`src/rtl/spi_pkg.sv`:
```
// Shared SPI constants: 2-bit frame state encoding (common with the master FSM) and default word width.
// Declarations only; no latency or backpressure.
package spi_pkg;

    localparam logic [1:0] IDLE  = 2'b00;
    localparam logic [1:0] SHIFT = 2'b01;

    localparam int DEFAULT_DATA_W = 8;

    typedef enum logic [1:0] {
        ST_IDLE  = IDLE,
        ST_SHIFT = SHIFT
    } spi_state_e;

endpackage

```
`src/rtl/spi_sync_edge.sv`:
```
// N-stage synchroniser for an asynchronous level, plus single-cycle rise/fall strobes.
// Strobes appear STAGES+1 clk edges after the input changes; no backpressure.
module spi_sync_edge #(
    parameter int STAGES = 2
) (
    input  logic clk,
    input  logic rst,
    input  logic d_in,
    output logic rise,
    output logic fall
);

    logic [STAGES-1:0] sync_q, sync_d;
    logic              prev_q, prev_d;
    logic              d_sync;

    assign d_sync = sync_q[STAGES-1];

    always_comb begin
        sync_d = {sync_q[STAGES-2:0], d_in};
        prev_d = d_sync;
    end

    always_ff @(posedge clk or negedge rst) begin
        if (!rst) begin
            sync_q <= '0;
            prev_q <= 1'b0;
        end else begin
            sync_q <= sync_d;
            prev_q <= prev_d;
        end
    end

    assign rise = d_sync & ~prev_q;
    assign fall = ~d_sync & prev_q;

endmodule

```
`src/rtl/spi_slave_rx_tx.sv`:
```
// SPI slave without chip select: oversamples sck/mosi, receives one MSB-first word per frame, returns a preloaded word on miso.
// rx_valid lands SYNC_STAGES+2 clk after the last sck rise; tx_load is accepted only while tx_ready (IDLE).
module spi_slave_rx_tx
    import spi_pkg::*;
#(
    parameter int DATA_W      = DEFAULT_DATA_W,
    parameter int SYNC_STAGES = 2,
    parameter int TIMEOUT     = 32
) (
    input  logic              clk,
    input  logic              rst,
    input  logic              sck,
    input  logic              mosi,
    output logic              miso,
    input  logic [DATA_W-1:0] tx_data,
    input  logic              tx_load,
    output logic              tx_ready,
    output logic [DATA_W-1:0] rx_data,
    output logic              rx_valid,
    output logic              frame_err,
    output logic              busy
);

    localparam int CNT_W  = $clog2(DATA_W + 1);
    localparam int IDLE_W = (TIMEOUT > 2) ? $clog2(TIMEOUT) : 1;

    logic sck_rise, sck_fall;

    spi_sync_edge #(
        .STAGES (SYNC_STAGES)
    ) u_sck_sync (
        .clk  (clk),
        .rst  (rst),
        .d_in (sck),
        .rise (sck_rise),
        .fall (sck_fall)
    );

    // Same depth as the sck path so the sample taken on rise is the bit the master set up.
    logic [SYNC_STAGES-1:0] mosi_sync_q, mosi_sync_d;
    logic                   mosi_s;

    assign mosi_s = mosi_sync_q[SYNC_STAGES-1];

    spi_state_e        state_q, state_d;
    logic [CNT_W-1:0]  bit_cnt_q, bit_cnt_d;
    logic [IDLE_W-1:0] idle_cnt_q, idle_cnt_d;
    logic [DATA_W-1:0] rx_shift_q, rx_shift_d;
    logic [DATA_W-1:0] tx_shift_q, tx_shift_d;
    logic [DATA_W-1:0] rx_data_q, rx_data_d;
    logic              rx_valid_q, rx_valid_d;
    logic              frame_err_q, frame_err_d;

    logic [DATA_W-1:0] rx_next;
    logic [DATA_W-1:0] tx_next;
    logic [CNT_W-1:0]  bit_cnt_inc;
    logic              frame_done;
    logic              idle_expired;

    always_comb begin
        mosi_sync_d  = {mosi_sync_q[SYNC_STAGES-2:0], mosi};
        rx_next      = (rx_shift_q << 1) | DATA_W'(mosi_s);
        tx_next      = tx_shift_q << 1;
        bit_cnt_inc  = bit_cnt_q + CNT_W'(1);
        frame_done   = (bit_cnt_inc == CNT_W'(DATA_W));
        idle_expired = (idle_cnt_q == IDLE_W'(TIMEOUT - 1));
    end

    always_comb begin
        state_d     = state_q;
        bit_cnt_d   = bit_cnt_q;
        idle_cnt_d  = idle_cnt_q;
        rx_shift_d  = rx_shift_q;
        tx_shift_d  = tx_shift_q;
        rx_data_d   = rx_data_q;
        rx_valid_d  = 1'b0;
        frame_err_d = 1'b0;

        case (state_q)
            ST_IDLE: begin
                bit_cnt_d  = '0;
                idle_cnt_d = '0;
                // The first rise opens the frame, so a coincident tx_load loses.
                if (sck_rise) begin
                    rx_shift_d = rx_next;
                    if (frame_done) begin
                        rx_data_d  = rx_next;
                        rx_valid_d = 1'b1;
                        tx_shift_d = '0;
                    end else begin
                        bit_cnt_d = bit_cnt_inc;
                        state_d   = ST_SHIFT;
                    end
                end else if (tx_load) begin
                    tx_shift_d = tx_data;
                end
            end

            ST_SHIFT: begin
                if (sck_rise) begin
                    rx_shift_d = rx_next;
                    idle_cnt_d = '0;
                    if (frame_done) begin
                        rx_data_d  = rx_next;
                        rx_valid_d = 1'b1;
                        tx_shift_d = '0;
                        bit_cnt_d  = '0;
                        state_d    = ST_IDLE;
                    end else begin
                        bit_cnt_d = bit_cnt_inc;
                    end
                end else if (sck_fall) begin
                    tx_shift_d = tx_next;
                    idle_cnt_d = '0;
                end else if (idle_expired) begin
                    // Partial frame dropped; tx_shift keeps whatever was not yet shifted out.
                    frame_err_d = 1'b1;
                    bit_cnt_d   = '0;
                    idle_cnt_d  = '0;
                    state_d     = ST_IDLE;
                end else begin
                    idle_cnt_d = idle_cnt_q + IDLE_W'(1);
                end
            end

            default: begin
                bit_cnt_d  = '0;
                idle_cnt_d = '0;
                state_d    = ST_IDLE;
            end
        endcase
    end

    always_ff @(posedge clk or negedge rst) begin
        if (!rst) begin
            mosi_sync_q <= '0;
            state_q     <= ST_IDLE;
            bit_cnt_q   <= '0;
            idle_cnt_q  <= '0;
            rx_shift_q  <= '0;
            tx_shift_q  <= '0;
            rx_data_q   <= '0;
            rx_valid_q  <= 1'b0;
            frame_err_q <= 1'b0;
        end else begin
            mosi_sync_q <= mosi_sync_d;
            state_q     <= state_d;
            bit_cnt_q   <= bit_cnt_d;
            idle_cnt_q  <= idle_cnt_d;
            rx_shift_q  <= rx_shift_d;
            tx_shift_q  <= tx_shift_d;
            rx_data_q   <= rx_data_d;
            rx_valid_q  <= rx_valid_d;
            frame_err_q <= frame_err_d;
        end
    end

    assign miso      = tx_shift_q[DATA_W-1];
    assign tx_ready  = (state_q == ST_IDLE);
    assign busy      = (state_q == ST_SHIFT);
    assign rx_data   = rx_data_q;
    assign rx_valid  = rx_valid_q;
    assign frame_err = frame_err_q;

endmodule

```
`config.mk`:
```
export PLATFORM = sky130hd
export DESIGN_NAME = spi_slave_rx_tx
export DESIGN_NICKNAME = d
export VERILOG_FILES = /design/src/rtl/spi_pkg.sv /design/src/rtl/spi_sync_edge.sv /design/src/rtl/spi_slave_rx_tx.sv
export SDC_FILE = /design/constraint.sdc
export NUM_CORES = 1
export LEC_CHECK = 0
export ABC_AREA = 1
export BUFFER_PORTS_ARGS = -buffer_cell sky130_fd_sc_hd__buf_2
export CAP_MARGIN = 20
export CELL_PAD_IN_SITES_DETAIL_PLACEMENT = 0
export CELL_PAD_IN_SITES_GLOBAL_PLACEMENT = 1
export CORE_MARGIN = 8
export CORE_UTILIZATION = 38
export DETAILED_ROUTE_END_ITERATION = 7
export PLACE_DENSITY_LB_ADDON = 0.1
export RECOVER_POWER = 100
export SLEW_MARGIN = 20
export SYNTH_ARGS = -nofsm -noshare
export SYNTH_HDL_FRONTEND = slang
export SYNTH_HIERARCHICAL = 1
export SYNTH_SLANG_ARGS = --single-unit
```
`constraint.sdc`:
```
create_clock -name clk -period 1.5 [get_ports clk]
set_input_delay 0 -clock clk [delete_from_list [all_inputs] [get_ports clk]]
set_output_delay 0 -clock clk [all_outputs]
set_load 0.1 [all_outputs]
```
# [Word level (Yosys, flattened, before mapping)]
# Index checks and enable logic that the tools add are counted.
[word_totals] word_cells=66 memories=0 latch_bits=0 out_inout_bits=13 register_bits=41 input_bits=13 rom_bits=0 ramBits=0
[op_classes] n_reduce_logical=8 add_sub_neg=2 shifts=0 eq_ne=10 n_bitwise=5 n_mul=0 order_cmp=0 div_mod_pow=0 mux=30
[op_table] op="$mux 8" count=5
[op_table] op="$mux 4" count=5
[op_table] op="$mux 5" count=4
[op_table] op="$pmux 8 s2" count=1
[op_table] op="$mux 2" count=6
[op_table] op="$or 8x1->8" count=1
[op_table] op="$pmux 4 s2" count=1
[op_table] op="$mux 1" count=7
[op_table] op="$ne 3x1->1 const B" count=2
[op_table] op="$ne 3x2->1 const B" count=2
[op_table] op="$reduce_and 3->1" count=2
[op_table] op="$add 5x1->5 const B" count=1
[op_table] op="$eq 5x5->1 const B" count=1
[op_table] op="$reduce_and 5->1" count=1
[op_table] op="$add 4x1->4 const B" count=1
[op_table] op="$eq 4x4->1 const B" count=1
[op_table] op="$pmux 2 s2" count=1
[op_table] op="$reduce_and 2->1" count=2
[op_table] op="$ne 3x3->1 const B" count=1
[op_table] op="$and 1x1->1" count=2
[op_table] op="$eq 2x1->1 const B" count=1
[op_table] op="$logic_not 2->1" count=1
[op_table] op="$ne 2x1->1 const B" count=1
[op_table] op="$ne 2x2->1 const B" count=1
[op_table] op="3 further kinds" count=4

# [Logic depth before layout (Yosys ltp)]
[logic_depth] depth_word=5 depth_mapped=10 mapped_depth_nobuf=10

# [By module]
# The synthesis kept the hierarchy.
[modules_own_cells] mod="spi_slave_rx_tx" instances=1 area_each_um2=1686.6 cells_per_inst=197 seq_area_each_um2=925.9
[modules_own_cells] mod="spi_sync_edge" instances=1 area_each_um2=90.1 cells_per_inst=7 seq_area_each_um2=75.1

# [Least setup slack after synthesis]
# No wires, ideal clock.
[synth_path] path_kind="flip-flop to flip-flop" start="register state_q[0]" end="register tx_shift_q[1]" path_stages_with_launch=8 arrival_ns=2.215 setup_ns=0.123 path_buffers=0 path_slack_ns=-0.838 required_time_ns=1.377 period_less_slack_ns=2.338 cell_sequence="dfrtp_1 > inv_2 > nor2_4 > nand2_4 > o211ai_1 > nand2_1 > inv_1 > a21oi_1"
[synth_via] elab_chain_cells=3 word_cells_on_any_way=7 classes_between="3 x eq/ne; 1 x mux; 3 x reduce/logical"
[synth_rtl] element="start: declaration" line="spi_slave_rx_tx.sv:45" rtl="spi_state_e state_q, state_d;"
[synth_rtl] element="start signal: assignment" line="spi_slave_rx_tx.sv:147" rtl="state_q <= state_d;"
[synth_rtl] element="$logic_not 2->1 (*)"
[synth_rtl] element="net tx_ready" line="spi_slave_rx_tx.sv:17" rtl="output logic tx_ready,"
[synth_rtl] element="$ne 3x2->1 (no source line) or $reduce_bool 2->1 (tied branches)"
[synth_rtl] element="$reduce_and 3->1 (no source line)"
[synth_rtl] element="end signal: assignment" line="spi_slave_rx_tx.sv:151" rtl="tx_shift_q <= tx_shift_d;"
[synth_rtl] element="end: declaration" line="spi_slave_rx_tx.sv:49" rtl="logic [DATA_W-1:0] tx_shift_q, tx_shift_d;"
# The timed path passes the listed nets; every way through them passes the cells marked *.
# A chain may end at the register's enable or synchronous reset.

# [Worst setup path in the final report]
[layout_path] start="register idle_cnt_q[0]" end="register idle_cnt_q[2]"
[layout_via] elab_chain_cells=5 word_cells_on_any_way=6 classes_between="1 x add/sub; 1 x eq/ne; 4 x mux"
[layout_rtl] element="start: declaration" line="spi_slave_rx_tx.sv:47" rtl="logic [IDLE_W-1:0] idle_cnt_q, idle_cnt_d;"
[layout_rtl] element="start signal: assignment" line="spi_slave_rx_tx.sv:149" rtl="idle_cnt_q <= idle_cnt_d;"
[layout_rtl] element="$add 5x1->5 or $eq 5x5->1 (tied branches)" line="spi_slave_rx_tx.sv:122, spi_slave_rx_tx.sv:66"
[layout_rtl] element="$mux 5 (*)" line="spi_slave_rx_tx.sv:115" rtl="end else if (idle_expired) begin"
[layout_rtl] element="$mux 5 (*)" line="spi_slave_rx_tx.sv:112" rtl="end else if (sck_fall) begin"
[layout_rtl] element="$mux 5 (*)" line="spi_slave_rx_tx.sv:100" rtl="if (sck_rise) begin"
[layout_rtl] element="$mux 5 (*)" line="spi_slave_rx_tx.sv:79" rtl="case (state_q)"
[layout_rtl] element="net idle_cnt_d[2]" line="spi_slave_rx_tx.sv:47"
# Marks and branches as above.

==> results.cfg <==
[finish]
antennaDiodeCount = 0
final-seq-area_sq_mm = 0.00100
area_delta_synth_final_pct = 29.3
multi_input_area_sq_um = 629
nFillCells = 465
fin_cells = 307
nNetsFinal = 269
layout-drive-gt1-share_pct = 26.9

[global_routing]
grt_pass1_wl_um = 6720
grt_pass1_vias = 1449
grt_start_max_net_pins = 23
overflow = 0
antenna_found_initial = 0
gr-usage-all-layers_pct = 11.7

[synth]
yosys.area.top_type = dfrtp_1
synth_cells = 204
yosys.area.top_type_share_pct = 56.3
mappedNetlistArea_sq_mm = 0.00178
avgSynthCellArea_sq_um = 8.71
synth_cell_types = 19
ys_ff_latch = 40
synth_fp_nets = 221
ys_warn_count = 6
synth.area.top_cells = dfrtp_1 (56%), nand2_1 (12%), inv_1 (8.7%), o21ai_0 (4.5%), o21ai_2 (3.0%)
yosysSeqAreaShare_pct = 56.3

[sta]
maxSlewHeadroom_pct = 63.6
skew_ns = 0.00582
drv_slew = 0
hold_viol_final = 0
max_freq_mhz = 705
setup_viol_count_final = 0
worst_pin_slew_ns = 0.548
fin_crit_sh_pct = 94.6
tns_ns = 0
period_needed_ns = 1.42

[clocking]
cts_tree = done
cts-root-buf = clkbuf_8
htree_levels = 2
clk_pin_slew_ns = 0.08
clock-sinks = 40
clockBufferDepth = 2
clk_latency_ns = 0.28
numCtsBuffers = 5

[worst_setup_path]
reg2reg_depth = 6
critPathKind = reg -> reg
path_max_fanout = 3
arrival_ns = 1.63
crit_path_end_kind = register
cp-start-kind = register
required_ns = 1.71

[floorplanning]
die_area_sq_mm = 0.00712
fp.coreArea_sq_mm = 0.00463
die_w_um = 84.4
die_h_um = 84.4
start_util_pct = 38.4
ioPinCount = 26
core.rowCount = 25

[routing]
viasPerCell = 4.60
firstDrtPassIters = 4
wl_per_cell_um = 12.9
dr.first_iter.drc_count = 61
wirelength_um = 3970
postRouteAntennaNets = 0
drc = 0
via_count = 1411

[placed_design]
dp_hpwl_um = 2700
portBuffers = 25
dp_cells = 289
gp_congestion = 0.745

[worst_hold_path]
hp-class = in -> reg
holdPathStages = 5

[flow_run]
maxCapViolCount = 0

[outcome]
status = finished clean

[pwr]
p_leak_nw = 1.24
p_total_w = 0.00272
cellPowerDensity_mw_per_mm2 = 1180
ir_drop_mv = 0.575
[repair_timing]
| item | CTS | global route |
|---|---|---|
| hold buffers | 4 | 0 |
| hold endpoints to repair | 43 | 0 |
| gates resized for setup | 0 | 17 |
| setup endpoints to repair | 0 | 16 |
| buffers inserted | 0 | 3 |
[critical path, stage by stage (launching register included)]
cell and delay (ns):
dfrtp_1 0.40, ha_2 0.19, nand2_1 0.07, nor2_1 0.05, ha_1 0.20, or2_4 0.27, nor3b_2 0.16
[final timing paths]
kind / startpoint / end / slack, ns
worst max-delay path: idle_cnt_q[0] / idle_cnt_q[2] / 0.08
worst min-delay path: tx_data[7] / tx_shift_q[7] / 0.08
worst max register to register: idle_cnt_q[0] / idle_cnt_q[2] / 0.08
worst min register to register: u_sck_sync/sync_q[0] / u_sck_sync/sync_q[1] / 0.35
max in group asynchronous: rst / rx_data[4] / 0.42
min in group asynchronous: rst / tx_shift_q[5] / 0.20
[through the flow]
stage	cell area, sq um	setup slack [ns]	util, %	hold WS [ns]
after floorplan	1790	-0.0529	-	-0.296
after global placement	2070	0.0579	44.6	-0.120
after detailed placement	2070	0.0283	44.6	-0.110
after CTS	2200	0.0131	47.4	0.0943
after global routing	2300	-0.0144	49.6	0.135
final	2300	0.0814	49.6	0.0800
[final cells by class]
type	count	share of cell area, %
multi-input cells	117	27.4
flip-flops and latches	40	43.7
repair buffers	45	14.4
well taps	54	2.94
inverters	43	7.57
clock buffers	8	3.92
[placed cells by master, fill, tap and decap left out, drive strengths merged]
cell,n
a21oi,8
a32o,1
buf,20
clkbuf,29
dfrtp,40
dlygate4sd3,4
ha,4
inv,43
nand2,58
nand3,5
nand4,1
nor2,13
nor3b,2
o211ai,1
o21ai,22
o31ai,1
or2,1
[kinds of logic after synthesis]
logic type | after synthesis | synth area share [%]
flops | 40 | 56.3
compound gates | 33 | 11.1
simple gates | 80 | 19.5
fa+ha+maj | 4 | 2.82
buf+inv | 47 | 10.2
[registers in the layout, summed over array words and instances (netlist names)]
signal,count
rx_valid,1
rx_shift_q,7
mosi_sync_q,2
bit_cnt_q,4
frame_err,1
idle_cnt_q,5
state_q,1
tx_shift_q,8
rx_data,8
u_sck_sync/prev_q,1
u_sck_sync/sync_q,2
[report_power, final]
group | internal, W | leakage [nW] | switching [W]
logic | 0.000235 | 0.688 | 0.000459
clock network | 0.000375 | 0.0455 | 0.000356
registers | 0.00122 | 0.510 | 0.0000709
[layer usage]
metal / part of all wire (%) / GRT usage [%] / vias to the layer above
met4: 0.48 / 3.40 / 0
li1: - / - / 720
met3: 4.4 / 3.71 / 2
met2: 49 / 19.8 / 20
met1: 46 / 13.7 / 669
met5: 0 / 0 / -
[synth_stat cells (all sizes together)]
cell and n:
inv 43, o21ai 22, buf 4, a21oi 8, nor2 13, or2 1, nor3b 2, o31ai 1
nand2 58, dfrtp 40, ha 4, a32o 1, nand3 5, o211ai 1, nand4 1
Note: power is estimated with default switching activity, not from simulation.
